## src/rtl/syn_io_resp.sv

```systemverilog
// Responder for the synapse-array op interface: accepts one op per start and
// sequences precharge, wordline/sense/write and correlation-reset strobes.
module syn_io_resp #(
    parameter int ROW_W    = 5,
    parameter int COLSET_W = 2,
    parameter int DATA_W   = 128,
    parameter int T_PC     = 2,
    parameter int T_RD     = 4,
    parameter int T_WR     = 6,
    parameter int T_RST    = 3
) (
    input  logic                clk,
    input  logic                reset_n,
    input  logic                start,
    input  logic [3:0]          opcd,
    input  logic [ROW_W-1:0]    row,
    input  logic [COLSET_W-1:0] colset,
    input  logic [DATA_W-1:0]   wdata,
    output logic                busy,
    output logic [DATA_W-1:0]   rdata,
    output logic                rdata_valid,
    output logic                err,
    output logic [ROW_W-1:0]    arr_row,
    output logic [COLSET_W-1:0] arr_colset,
    output logic                arr_pc,
    output logic                arr_wl,
    output logic                arr_sense,
    output logic                arr_we,
    output logic                arr_rst_corr,
    output logic [DATA_W-1:0]   arr_din,
    input  logic [DATA_W-1:0]   arr_dout
);

    typedef enum logic [2:0] {S_IDLE, S_PC, S_RD, S_WR, S_RST} state_t;

    localparam logic [3:0] OP_IDLE     = 4'd0;
    localparam logic [3:0] OP_READ     = 4'd1;
    localparam logic [3:0] OP_WRITE    = 4'd2;
    localparam logic [3:0] OP_RST_CORR = 4'd3;
    localparam logic [3:0] OP_READ_RST = 4'd4;

    localparam logic [3:0] PC_LD  = 4'(T_PC - 1);
    localparam logic [3:0] RD_LD  = 4'(T_RD - 1);
    localparam logic [3:0] WR_LD  = 4'(T_WR - 1);
    localparam logic [3:0] RST_LD = 4'(T_RST - 1);

    state_t     state, state_nx;
    logic [3:0] ctr, ctr_nx;
    logic [3:0] op_q;
    logic       accept, capture, done_read, err_nx;

    always_comb begin
        state_nx  = state;
        ctr_nx    = ctr;
        accept    = 1'b0;
        capture   = 1'b0;
        done_read = 1'b0;
        err_nx    = start && ((state != S_IDLE) || (opcd > OP_READ_RST));
        case (state)
            S_IDLE: begin
                if (start && (opcd != OP_IDLE) && (opcd <= OP_READ_RST)) begin
                    accept = 1'b1;
                    if (opcd == OP_RST_CORR) begin
                        state_nx = S_RST;
                        ctr_nx   = RST_LD;
                    end else begin
                        state_nx = S_PC;
                        ctr_nx   = PC_LD;
                    end
                end
            end
            S_PC: begin
                if (ctr == 4'd0) begin
                    if (op_q == OP_WRITE) begin
                        state_nx = S_WR;
                        ctr_nx   = WR_LD;
                    end else begin
                        state_nx = S_RD;
                        ctr_nx   = RD_LD;
                    end
                end else begin
                    ctr_nx = ctr - 4'd1;
                end
            end
            S_RD: begin
                if (ctr == 4'd0) begin
                    capture = 1'b1;
                    // READ_RST chains into the correlation reset without a second precharge
                    if (op_q == OP_READ_RST) begin
                        state_nx = S_RST;
                        ctr_nx   = RST_LD;
                    end else begin
                        state_nx  = S_IDLE;
                        done_read = 1'b1;
                    end
                end else begin
                    ctr_nx = ctr - 4'd1;
                end
            end
            S_WR: begin
                if (ctr == 4'd0) begin
                    state_nx = S_IDLE;
                end else begin
                    ctr_nx = ctr - 4'd1;
                end
            end
            S_RST: begin
                if (ctr == 4'd0) begin
                    state_nx  = S_IDLE;
                    done_read = (op_q == OP_READ_RST);
                end else begin
                    ctr_nx = ctr - 4'd1;
                end
            end
            default: begin
                state_nx = S_IDLE;
                ctr_nx   = 4'd0;
            end
        endcase
    end

    always_ff @(posedge clk or negedge reset_n) begin
        if (!reset_n) begin
            state <= S_IDLE;
            ctr   <= 4'd0;
            op_q  <= OP_IDLE;
        end else begin
            state <= state_nx;
            ctr   <= ctr_nx;
            if (accept) begin
                op_q <= opcd;
            end
        end
    end

    always_ff @(posedge clk or negedge reset_n) begin
        if (!reset_n) begin
            arr_row    <= '0;
            arr_colset <= '0;
            arr_din    <= '0;
        end else if (accept) begin
            arr_row    <= row;
            arr_colset <= colset;
            arr_din    <= wdata;
        end
    end

    // Strobes and busy are registered from the next state so they line up with the state itself.
    always_ff @(posedge clk or negedge reset_n) begin
        if (!reset_n) begin
            busy         <= 1'b0;
            arr_pc       <= 1'b0;
            arr_wl       <= 1'b0;
            arr_sense    <= 1'b0;
            arr_we       <= 1'b0;
            arr_rst_corr <= 1'b0;
            err          <= 1'b0;
            rdata_valid  <= 1'b0;
            rdata        <= '0;
        end else begin
            busy         <= (state_nx != S_IDLE);
            arr_pc       <= (state_nx == S_PC);
            arr_wl       <= (state_nx == S_RD) || (state_nx == S_WR) || (state_nx == S_RST);
            arr_sense    <= (state_nx == S_RD);
            arr_we       <= (state_nx == S_WR);
            arr_rst_corr <= (state_nx == S_RST);
            err          <= err_nx;
            rdata_valid  <= done_read;
            if (capture) begin
                rdata <= arr_dout;
            end
        end
    end

endmodule
```

## config.mk

```make
export PLATFORM = sky130hd
export DESIGN_NAME = syn_io_resp
export DESIGN_NICKNAME = d
export VERILOG_FILES = /design/src/rtl/syn_io_resp.sv
export SDC_FILE = /design/constraint.sdc
export NUM_CORES = 1
export LEC_CHECK = 0
export ABC_AREA = 1
export CORE_AREA = 8 8 203 205
export CTS_CLUSTER_DIAMETER = 50
export CTS_CLUSTER_SIZE = 20
export DETAILED_ROUTE_END_ITERATION = 12
export DIE_AREA = 0 0 211 213
export SLEW_MARGIN = 30
export SYNTH_ARGS = -nofsm -noshare
export SYNTH_HDL_FRONTEND = slang
export SYNTH_SLANG_ARGS = --single-unit
```

## constraint.sdc

```tcl
create_clock -name clk -period 2.17 [get_ports clk]
set_input_delay 0.5425 -clock clk [delete_from_list [all_inputs] [get_ports clk]]
set_output_delay 0.5425 -clock clk [all_outputs]
set_load 0.03 [all_outputs]
```

==> key figures <==
CTS
  – Clk buf depth: 3
  – Clock buffers created by TritonCTS: 35
  – CTS Root Cell: clkbuf_16
  – Clk pin slew, worst setup/hold paths: 0.06 ns
  – Clock latency on the worst-skew pair: 0.51 ns
  – CTS Sinks: 282
  – TritonCTS clock tree: yes
  – H-tree depth: 2

STA
  – Setup repair after global routing missed its margin: false
  – Fin. max-slew vios: 0
  – Clk_skew: 0.0155 ns
  – Final setup violation count: 0
  – Count of final hold-check violations: 0
  – Relative slew margins: 69.5%
  – Final Critical Period: 2.12 ns
  – Period utilization: 97.7%
  – Fmax: 0.472 GHz
  – Setup WS post-layout: 0.0506 ns
  – Tightest Pin Transition: 0.460 ns

Critical path
  – Critical path's top delay family: buffers and inverters
  – Crit end category: primary output
  – Reg2Reg Depth: 7
  – Slowest stage delay, CP: 0.74 ns
  – Worst path cell trace: clkdlybuf4s50_1
  – Slowest cell on the critical path: clkdlybuf4s50_1
  – CP Max Fanout: 2
  – Worst reg2reg startpoint: ctr[0]
  – CP startpoint kind: register
  – Reg-to-reg critical path endpoint: rdata[37]
  – Critical path arrival: 1.58 ns
  – Worst Path Required: 1.63 ns
  – WP buf/inv: 1
  – R2R setup slack: 0.29 ns
  – Critical path type: reg -> out

Synthesis
  – Syn nets: 1276
  – Post-synth EDFFs: 0
  – Top FF cell, synth: dfrtp_1
  – Synth Area per Inst: 11.1 µm²
  – Ys Warns: 0
  – Most frequent cell after synthesis: nand2_1
  – Synthesized area: 11100 µm²
  – Post-synth top area cell: dfrtp_1
  – Post-synth top cells: nand2_1 (325), dfrtp_1 (282), o21ai_0 (140), mux2_1 (82), mux2_2 (46)
  – Share of the synthesized area in the top cell type: 63.3%
  – #FFs+latches synth: 282
  – Post-Syn Instances: 1004
  – Distinct cells, synth: 21
  – Asr flop ratio synth: 100%
  – Seq/Total Area, Yosys: 63.3%
  – Synth area leaders: dfrtp_1 (63%), nand2_1 (11%), mux2_1 (8.3%)

Floorplan
  – Die Ht: 213 µm
  – IO Count: 541
  – Starting density of the core: 29.2%
  – Row count: 72
  – Die ar.: 44900 µm²
  – Die W: 211 µm
  – Core Area: 38100 µm²

Detailed routing
  – Metal1 wirelength: 15600 µm
  – Drt pass-1 iters: 4
  – Drt first-iter violations: 410
  – Met3 WL: 4790 µm
  – Post-DRT Antenna Nets: 0
  – Metal2 WL: 19400 µm
  – Vias/cell: 4.40
  – Detailed Route WL: 40700 µm
  – Vias after detailed routing: 9344
  – Top sig layer: met5
  – Drt drc: 0
  – Drt wl/cell: 19.2 µm

Place
  – Buffers added on ports: 540
  – Placed inst area: 17500 µm²
  – Pre-CTS WS: -0.0726 ns
  – Final RePlAce weighted congestion: 0.813
  – Final HPWL DP: 32100 µm

Power
  – Worst IR Drop VDD: 0.000947 V
  – Leakage power: 8.64 nW
  – Power Density: 1630 nW/µm²
  – PnR Total Power: 30.5 mW

Worst hold path
  – Hold WC Path Type: reg -> reg
  – Worst hold path endpoint: ctr[0]
  – Worst Hold Depth: 2
  – HP Start: ctr[0]

Global routing
  – GRT Overall Usage: 17.5%
  – Initial antenna violation count: 3
  – Vias in the first global route: 9907
  – Maximum number of pins on one net before global-route repair: 91
  – Grt ovf: 0
  – First-pass GRT wire length: 60800 µm

Final layout
  – Nets: 1853
  – Layout cells sized above 1: 11.0%
  – Post-route cell area: 18700 µm²
  – Register Area: 7060 µm²
  – Final core utilization: 49.2%
  – Ant diodes: 0
  – Fillers: 3511
  – Multi-input logic area: 3640 µm²
  – Area grow syn2layout: 68.2%

Run
  – Max-cap violations: 0

Outcome
  – Status: complete, no violations
## where the power goes
group	total, mW	leakage [nW]	switching (mW)	internal, mW
Sequential	9.19	3.42	1.30	7.90
Clock	5.95	0.578	2.39	3.56
Combinational	15.4	4.64	9.16	6.23
## placed cells by master, fill, tap and decap left out, drive strengths merged
master,netlist,layout
o21ai,140,140
o21bai,1,1
nand3,10,10
inv,22,27
dlymetal6s2s,0,25
buf,31,64
bufinv,0,3
mux2,128,128
xnor2,1,1
dfrtp,282,282
ha,2,2
dlygate4sd2,0,26
clkinv,0,10
clkinvlp,0,2
nor2,26,26
o22ai,1,1
clkdlybuf4s50,0,483
clkbuf,28,41
a21boi,1,1
a21oi,5,5
o31ai,1,1
nand2,325,325
dlygate4sd3,0,1
## worst max path at each step
stage	from	to	slack [ns]	cells after the start
2_1_floorplan	ctr[0]	rdata[100]	0.41	8
3_3_place_gp	opcd[0]	arr_din[76]	-0.04	10
3_5_place_dp	opcd[1]	arr_sense	-0.07	10
4_1_cts	arr_din[87]	arr_din[87]	0.002	1
5_1_grt	rdata[94]	rdata[94]	0.0009	1
6_report	rdata[89]	rdata[89]	0.05	1
## worst register-to-register path: cells and delay by family, from the launching register on
family,cells,cell delay [ns]
buf+inv,2,0.41
fa+ha+maj,1,0.20
simple gates,3,0.43
flops,1,0.37
mux,1,0.35
## per-layer routing
| layer | up-vias | GRT usage (%) |
|---|---|---|
| met1 | 4415 | 19.7 |
| met4 | 6 | 4.90 |
| met5 | - | 0 |
| met2 | 412 | 29.2 |
| li1 | 4449 | - |
| met3 | 62 | 8.59 |
## layout make-up
cell class | instances | area share [%]
Multi-Input combinational cell | 641 | 19.4
Inverter | 22 | 0.441
Clock inverter | 20 | 1.26
Sequential cell | 282 | 37.7
Timing Repair Buffer | 599 | 32.7
Tap cell | 518 | 3.46
Clock buffer | 41 | 5.07
## state kept, by name, summed over array words and instances, names as in the netlist
signal	flops
ctr	4
busy	1
op_q	4
arr_colset	2
arr_wl	1
arr_row	5
rdata_valid	1
rdata	128
arr_we	1
arr_rst_corr	1
arr_sense	1
err	1
arr_din	128
state	3
arr_pc	1
## what timing repair did
item	in CTS	in global routing
gates resized for setup	26	25
buffers inserted	0	0
hold endpoints to repair	36	0
endpoints found under the setup margin	26	25
hold buffers	1	0
## cell families after synthesis
group,share of synthesized area (%)
multiplexers,12.9
XOR/XNOR,0.0786
AO/OA/AOI/OAI,6.77
flip-flops,63.3
buffers and inverters,4.20
AND/OR/NAND/NOR,12.5
adder cells (fa/ha/maj),0.225
## per-stage QoR
step                hold slack (ns)  instances  TNS [ns]
floorplan                     0.247       1004         0
global placement              0.457       2061     -2.29
detailed placement            0.461       2061     -4.70
CTS                           0.482       2123         0
global route                  0.498       2123         0
finish                        0.477       2123         0
Power figures use the tool's default switching activity.
